File: src/rtl/rf_bank_port_arbiter.sv
// rf_bank_port_arbiter: arbitrates writeback writes and tagged operand reads onto one
// single-port write-first BRAM, tracking its 1-cycle latency into a 2-entry response buffer.
// Ports: clk/rst_n (async low); wb_* write request; rd_* tagged read request;
// rsp_* response head with backpressure; bram_* to/from the BRAM port.
// Option: RF_BANK_BYPASS_EN grants a same-address write and read together in one cycle.
module rf_bank_port_arbiter #(
  parameter int ADDR_WIDTH   = 3,
  parameter int DATA_WIDTH   = 32,
  parameter int TAG_WIDTH    = 4,
  parameter int STARVE_LIMIT = 4
) (
  input  logic                  clk,
  input  logic                  rst_n,
  input  logic                  wb_valid,
  output logic                  wb_ready,
  input  logic [ADDR_WIDTH-1:0] wb_addr,
  input  logic [DATA_WIDTH-1:0] wb_data,
  input  logic                  rd_valid,
  output logic                  rd_ready,
  input  logic [ADDR_WIDTH-1:0] rd_addr,
  input  logic [TAG_WIDTH-1:0]  rd_tag,
  output logic                  rsp_valid,
  input  logic                  rsp_ready,
  output logic [DATA_WIDTH-1:0] rsp_data,
  output logic [TAG_WIDTH-1:0]  rsp_tag,
  output logic                  bram_we,
  output logic [ADDR_WIDTH-1:0] bram_addr,
  output logic [DATA_WIDTH-1:0] bram_din,
  input  logic [DATA_WIDTH-1:0] bram_dout
);

  localparam int SW = $clog2(STARVE_LIMIT + 1);

  logic [SW-1:0]         starve_cnt;
  logic                  inflight;
  logic [TAG_WIDTH-1:0]  inflight_tag;
  logic [DATA_WIDTH-1:0] buf_data [2];
  logic [TAG_WIDTH-1:0]  buf_tag [2];
  logic                  wr_ptr;
  logic                  rd_ptr;
  logic [1:0]            buf_count;

  logic credit;
  logic starved;
  logic same;
  logic rd_gnt;
  logic wr_gnt;
  logic buf_empty;
  logic pop;
  logic buf_pop;
  logic push;

  // Buffered plus in-flight responses must fit in the 2 buffer slots.
  assign credit  = (buf_count == 2'd0)
                 | ((buf_count == 2'd1) & ~inflight);
  assign starved = (starve_cnt == SW'(STARVE_LIMIT));

`ifdef RF_BANK_BYPASS_EN
  assign same = wb_valid & rd_valid & (wb_addr == rd_addr);
`else
  assign same = 1'b0;
`endif

  assign rd_gnt = rst_n & rd_valid & credit
                & (~wb_valid | starved | same);
  assign wr_gnt = rst_n & wb_valid & (~rd_gnt | same);

  assign wb_ready  = wr_gnt;
  assign rd_ready  = rd_gnt;
  assign bram_we   = wr_gnt;
  assign bram_addr = (wr_gnt & ~rd_gnt) ? wb_addr : rd_addr;
  assign bram_din  = wb_data;

  // An empty buffer lets the BRAM output fall straight through to rsp_*.
  assign buf_empty = (buf_count == 2'd0);
  assign rsp_valid = ~buf_empty | inflight;
  assign rsp_data  = buf_empty ? bram_dout : buf_data[rd_ptr];
  assign rsp_tag   = buf_empty ? inflight_tag : buf_tag[rd_ptr];

  assign pop     = rsp_valid & rsp_ready;
  assign buf_pop = pop & ~buf_empty;
  assign push    = inflight & ~(pop & buf_empty);

  always_ff @(posedge clk or negedge rst_n) begin
    if (!rst_n) begin
      starve_cnt <= '0;
    end else if (!rd_valid || rd_gnt) begin
      starve_cnt <= '0;
    end else if (!starved) begin
      starve_cnt <= starve_cnt + SW'(1);
    end
  end

  always_ff @(posedge clk or negedge rst_n) begin
    if (!rst_n) begin
      inflight     <= 1'b0;
      inflight_tag <= '0;
    end else begin
      inflight <= rd_gnt;
      if (rd_gnt) inflight_tag <= rd_tag;
    end
  end

  always_ff @(posedge clk or negedge rst_n) begin
    if (!rst_n) begin
      wr_ptr    <= 1'b0;
      rd_ptr    <= 1'b0;
      buf_count <= 2'd0;
    end else begin
      if (push)    wr_ptr <= ~wr_ptr;
      if (buf_pop) rd_ptr <= ~rd_ptr;
      buf_count <= buf_count + {1'b0, push}
                 - {1'b0, buf_pop};
    end
  end

  always_ff @(posedge clk) begin
    if (push) begin
      buf_data[wr_ptr] <= bram_dout;
      buf_tag[wr_ptr]  <= inflight_tag;
    end
  end

endmodule

File: config.mk
export PLATFORM = sky130hd
export DESIGN_NAME = rf_bank_port_arbiter
export DESIGN_NICKNAME = d
export VERILOG_FILES = /design/src/rtl/rf_bank_port_arbiter.sv
export SDC_FILE = /design/constraint.sdc
export NUM_CORES = 1
export LEC_CHECK = 0
export CAP_MARGIN = 40
export CORE_MARGIN = 2
export CORE_UTILIZATION = 40
export CTS_BUF_LIST = sky130_fd_sc_hd__clkbuf_4
export CTS_CLUSTER_SIZE = 40
export DETAILED_ROUTE_END_ITERATION = 8
export PLACE_DENSITY = 0.84
export SLEW_MARGIN = 10
export SYNTH_ARGS = -nofsm -noshare
export SYNTH_HDL_FRONTEND = slang
export SYNTH_SLANG_ARGS = --single-unit
File: constraint.sdc
create_clock -name clk -period 2.35 [get_ports clk]
set_input_delay 0.3525 -clock clk [delete_from_list [all_inputs] [get_ports clk]]
set_output_delay 0.3525 -clock clk [all_outputs]
set_load 0.005 [all_outputs]
After elaboration in Yosys (flattened, before gate mapping)
Memory sizes are Yosys's and may differ from the RTL's. Index checks and enable logic that the tools add are counted.

Bits in registers: 12. Memory bits (writable): 72. Bits of input ports: 79. Output and inout bits: 75. Logic and storage cells: 45. Memories: 2.

Memory list: buf_data (words 2, width 32, read ports 1, clocked after Yosys merged registers in 0, write ports 1, line 37) `logic [DATA_WIDTH-1:0] buf_data [2];`; buf_tag (words 2, width 4, read ports 1, clocked after Yosys merged registers in 0, write ports 1, line 38) `logic [TAG_WIDTH-1:0] buf_tag [2];`.

$add $sub $neg: 3. Eq/ne operators: 3. Muxes and demuxes: 7. Bitwise gates (word level): 21. Reductions and logical operators: 3.

Operators by type and width (number): 32-bit 2-to-1 mux (1); 1-bit bitwise AND (11); 3-bit 2-to-1 mux (3); 1-bit inverter (7); 4-bit 2-to-1 mux (1); 3-bit by 1-bit adder with 3-bit output, second input constant (1); 3-bit == test, second input constant (1); 1-bit OR (3); 2-bit by 1-bit adder with 2-bit output (1); 2-bit by 1-bit == test with 1-bit output, second input constant (1); 2-bit zero test (1); 1-bit 2-to-1 mux (2); 2-bit by 1-bit != test with 1-bit output, second input constant (1); 2-bit by 1-bit subtractor with 2-bit output (1); 1-bit zero test (1); 1-bit logical OR (1).

Longest topological paths before layout
Depth after elaboration: 9. Gate-level depth with buffers: 8. Gate-level depth less buffers: 7.

Worst setup path before layout
OpenSTA, ideal clock, no wires.

Kind: register to register. Start point: reg buf_count[1]. End point: mem buf_data[1][0], enable pin. Setup time: 429 ps. Arrival: 2089 ps. Required time: 1921 ps. Slack: -168 ps. Stages on the path, launching flop included: 4. Path buffers: 0. Clock period less this slack: 2518 ps. Cell sequence: dfrtp_1 -> or2_2 -> o21ai_2 -> nor2_1.

Cells in the longest elaborated chain, start to end: 9.

RTL lines: start, declared (line 41) `logic [1:0] buf_count;`; start signal, assigned (line 112) `buf_count <= buf_count + {1'b0, push}`; 2-bit zero test (*) (line 75) `assign buf_empty = (buf_count == 2'd0);`; 1-bit inverter (line 76) `assign rsp_valid = ~buf_empty | inflight;`; 1-bit OR (line 76); 1-bit bitwise AND (line 80) `assign pop = rsp_valid & rsp_ready;`; 1-bit bitwise AND (*) (line 82) `assign push = inflight & ~(pop & buf_empty);`; 1-bit inverter (*) (line 82); 1-bit bitwise AND (*) (line 82); 1-bit 2-to-1 mux (*) (line 118) `if (push) begin`; 1-bit 2-to-1 mux (not written as such) (*) (line 119) `buf_data[wr_ptr] <= bram_dout;`; end, declared (line 37).

Mark *: on every way between the ends. The rest lies on a longest branch, timed or not.

Worst setup path in the final report
Start point: reg starve_cnt[0]. End point: out bram_addr[2].

Cells in the longest elaborated chain, start to end: 7.

RTL lines: start, declared (line 34) `logic [SW-1:0] starve_cnt;`; start signal, assigned (line 90) `starve_cnt <= starve_cnt + SW'(1);`; 3-bit == test (*) (line 56) `assign starved = (starve_cnt == SW'(STARVE_LIMIT));`; 1-bit OR (*) (line 65) `& (~wb_valid | starved | same);`; 1-bit bitwise AND (*) (line 65); 1-bit inverter (*) (line 66, 71); 1-bit bitwise AND (line 66) `assign wr_gnt = rst_n & wb_valid & (~rd_gnt | same);`; 1-bit bitwise AND (*) (line 71) `assign bram_addr = (wr_gnt & ~rd_gnt) ? wb_addr : rd_addr;`; 3-bit 2-to-1 mux (*) (line 71); end, declared (line 27) `output logic [ADDR_WIDTH-1:0] bram_addr,`.

Marked as above.

==> out/metrics.cfg <==
[setup_path]
path_class = reg2out
cp-start-kind = flop
crit_required_ns = 2.00
cpMostUsedCell = buf_6
crit_arrival_ns = 2.02
critPathTopFamily = flip-flops
endpoint_kind = output port
max_stage_delay_ns = 0.40
crit_buf_inv = 4
slowest_stage = dfrtp_1
worstPathMaxFanout = 3
crit_chain = inv_2 > ha_4 > and2_4 > a31oi_4 > buf_6 > buf_6 > mux2_4 > buf_6

[sta]
setup_violations = 1
final_hold_viol_count = 0
final.setup.worst_slack_ns = -0.0244
slew_headroom_pct = 80.5
worst_pin_slew_ns = 0.293
period_share_pct = 101
rsz0062_at_grt = yes
whs_ns = 0.264
max_freq_mhz = 421
skew_ns = 0.0137
min_period_ns = 2.37
slew_violations = 0

[synthesis]
yosysSeqAreaShare_pct = 64.4
synth_cell_type_count = 27
synth_enable_flop_cells = 72
syn_nets = 365
async_reset_ff_share_pct = 14.3
synth_common_cells = 72 x edfxtp_1, 38 x nor2_1, 36 x a21oi_1, 36 x mux2i_1, 34 x buf_4
yosysMostFrequentCell = edfxtp_1
synth_seq_cells = 84
syn-cell-area_sq_um = 3820
ys_warn_count = 0
netlist_top_cells_area = edfxtp_1 57%, mux2i_1 9.4%, dfrtp_1 7.9%, buf_4 6.7%, a21oi_1 4.7%
synth_top_cell_area_share_pct = 56.6
synth.avg_cell_area_sq_um = 13.6
yosysTopAreaCell = edfxtp_1
synth_ff_type = edfxtp_1
syn-instance-count = 282

[cts]
clk_latency_ns = 0.43
holdBufCountCts = 0
clock_sinks = 84
htree_num_levels = 3
clkTransAtPathRegs_ns = 0.14
ctsRootBufferMaster = clkbuf_4
cts_tree = done
clock_path_buffers = 2
numCtsBuffers = 9

[route]
dr.pass1.iters = 4
drtAntennaViolNets = 0
viasPerCell = 4.75
drc = 0
wl_per_cell_microns = 15.0
wirelength_microns = 7490
drt_iter0_markers = 79
via_count = 2378

[grt]
grt_usage_pct = 14.3
grt_pass1_wl_microns = 11300
grt-ovfl-total = 0
grt_max_degree = 43
antenna_found_initial = 0
first_global_vias = 2449

[power]
power.leakage_uw = 0.00217
p_clk_share_pct = 15.2
combPwrFrac_pct = 46.8
p_switching_uw = 1640
power_uw = 4980
vdd_drop_max_mv = 0.427
powerDensity_nw_per_um2 = 970
p_int_uw = 3350
seqPwrFrac_pct = 38.0
swShare_pct = 32.8

[layout]
design_area_sq_um = 5140
finalNetCount = 450
syn_to_final_growth_pct = 34.4
layout-drive-gt1-share_pct = 21.5
num_antenna_cells = 0
final_core_util_pct = 55.6

[job]
drv_cap = 0

[placement]
numPortBuffers = 89
place_ws_ns = 0.0330
gp_congestion = 0.742
dpl_cell_area_sq_um = 4710
post-dp-hpwl_microns = 4750

[floorplanning]
core_sq_um = 9240
fp-row-count = 35
initial_utilization_pct = 41.4
design.die.area_sq_um = 10400
dieWidth_microns = 102
die_h_microns = 102
io_pins = 154

[worst_hold_path]
hold_class = in2async

[run_status]
status = finished with violations
violations = negative setup slack

-- cell families (layout without fill, tap and decap cells) --
| kind of cell | after synthesis | in the layout | synth area share [%] |
|---|---|---|---|
| fa+ha+maj | 4 | 4 | 1.31 |
| simple gates | 53 | 53 | 6.12 |
| mux | 43 | 43 | 11.5 |
| xor+xnor | 4 | 4 | 0.917 |
| flops | 84 | 84 | 64.4 |
| buf+inv | 52 | 142 | 8.81 |
| compound gates | 42 | 42 | 6.94 |
-- worst reg2reg max path, cell delays in order, from the launching register on --
cell and delay (ns):
dfrtp_1 0.40, or2_4 0.29, buf_4 0.16, clkbuf_16 0.17
and2_4 0.17, ha_1 0.27, inv_1 0.04, ha_1 0.18
xnor2_1 0.16, xnor2_1 0.14
-- layer usage --
layer	vias up	wire length, microns	GRT usage (%)
li1	1162	-	-
met1	1117	3030	15.8
met2	84	3790	25.1
met3	15	505	4.21
met4	0	165	6.86
met5	-	0	0
-- path summary, 6_finish.rpt --
| path | cells after the start | slack, ns | from | end |
|---|---|---|---|---|
| worst min register to register | 0 | 0.51 | inflight_tag[0]$_DFFE_PN0P_ | buf_tag[1][0]$_DFFE_PP_ |
| worst min-delay path | 2 | 0.26 | rst_n | inflight_tag[2]$_DFFE_PN0P_ |
| max in group asynchronous | 2 | 1.89 | rst_n | rd_ptr$_DFFE_PN0P_ |
| worst max-delay path | 8 | -0.02 | starve_cnt[0]$_DFFE_PN0P_ | bram_addr[2] |
| worst max register to register | 9 | 0.31 | buf_count[0]$_DFF_PN0_ | buf_count[1]$_DFF_PN0_ |
| min in group clk | 0 | 0.51 | inflight_tag[0]$_DFFE_PN0P_ | buf_tag[1][0]$_DFFE_PP_ |
-- final cells by class --
cell class / count / area (sq um)
Inverter: 7 / 26.3
Sequential cell: 84 / 2460
Clock inverter: 7 / 56.3
Clock buffer: 9 / 67.6
Timing Repair Buffer: 119 / 1260
Tap cell: 129 / 161
Multi-Input combinational cell: 146 / 1100
Fill cell: 759 / 4100
-- layout by cell type, fill, tap and decap left out, types with 3 or more instances in the layout --
master,Yosys,routed
mux2i_1,36,36
buf_12,0,4
buf_6,0,5
ha_1,4,3
nor2_4,0,3
inv_6,0,4
nor2_1,38,35
dlygate4sd2_1,0,11
inv_1,7,4
xnor2_1,3,3
a21oi_1,36,30
edfxtp_1,72,72
a21oi_2,0,6
inv_2,0,3
buf_4,34,19
mux2_2,7,4
dfrtp_1,12,11
dlymetal6s2s_1,0,27
clkdlybuf4s50_1,0,47
mux2_4,0,3
clkbuf_4,0,9
nand2_1,5,5
-- stage by stage --
stage | std cells | setup TNS, ns
3_3_place_gp | 469 | 0
6_report | 501 | -0.0244
2_1_floorplan | 282 | -12.11
3_5_place_dp | 469 | 0
5_1_grt | 501 | -0.197
4_1_cts | 495 | -0.104
-- registers in the layout, summed over array words and instances (netlist names) --
name,count
buf_data,64
buf_tag,8
inflight_tag,4
starve_cnt,3
buf_count,2
inflight,1
rd_ptr,1
wr_ptr,1
-- power groups by stage --
stage	clock, uW	combinational, uW	sequential (uW)
6_report	759	2330	1890
5_1_grt	858	2530	1910
4_1_cts	796	2270	1890
2_1_floorplan	0	1140	1900
3_3_place_gp	0	2130	1930
3_5_place_dp	0	2160	1940
-- what timing repair did --
action | CTS | global route
gates resized for setup | 43 | 41
setup endpoints to repair | 42 | 31
cloned | 0 | 2
buffers inserted | 10 | 4
pin swaps | 1 | 2
(Power assumes the default switching activity.)
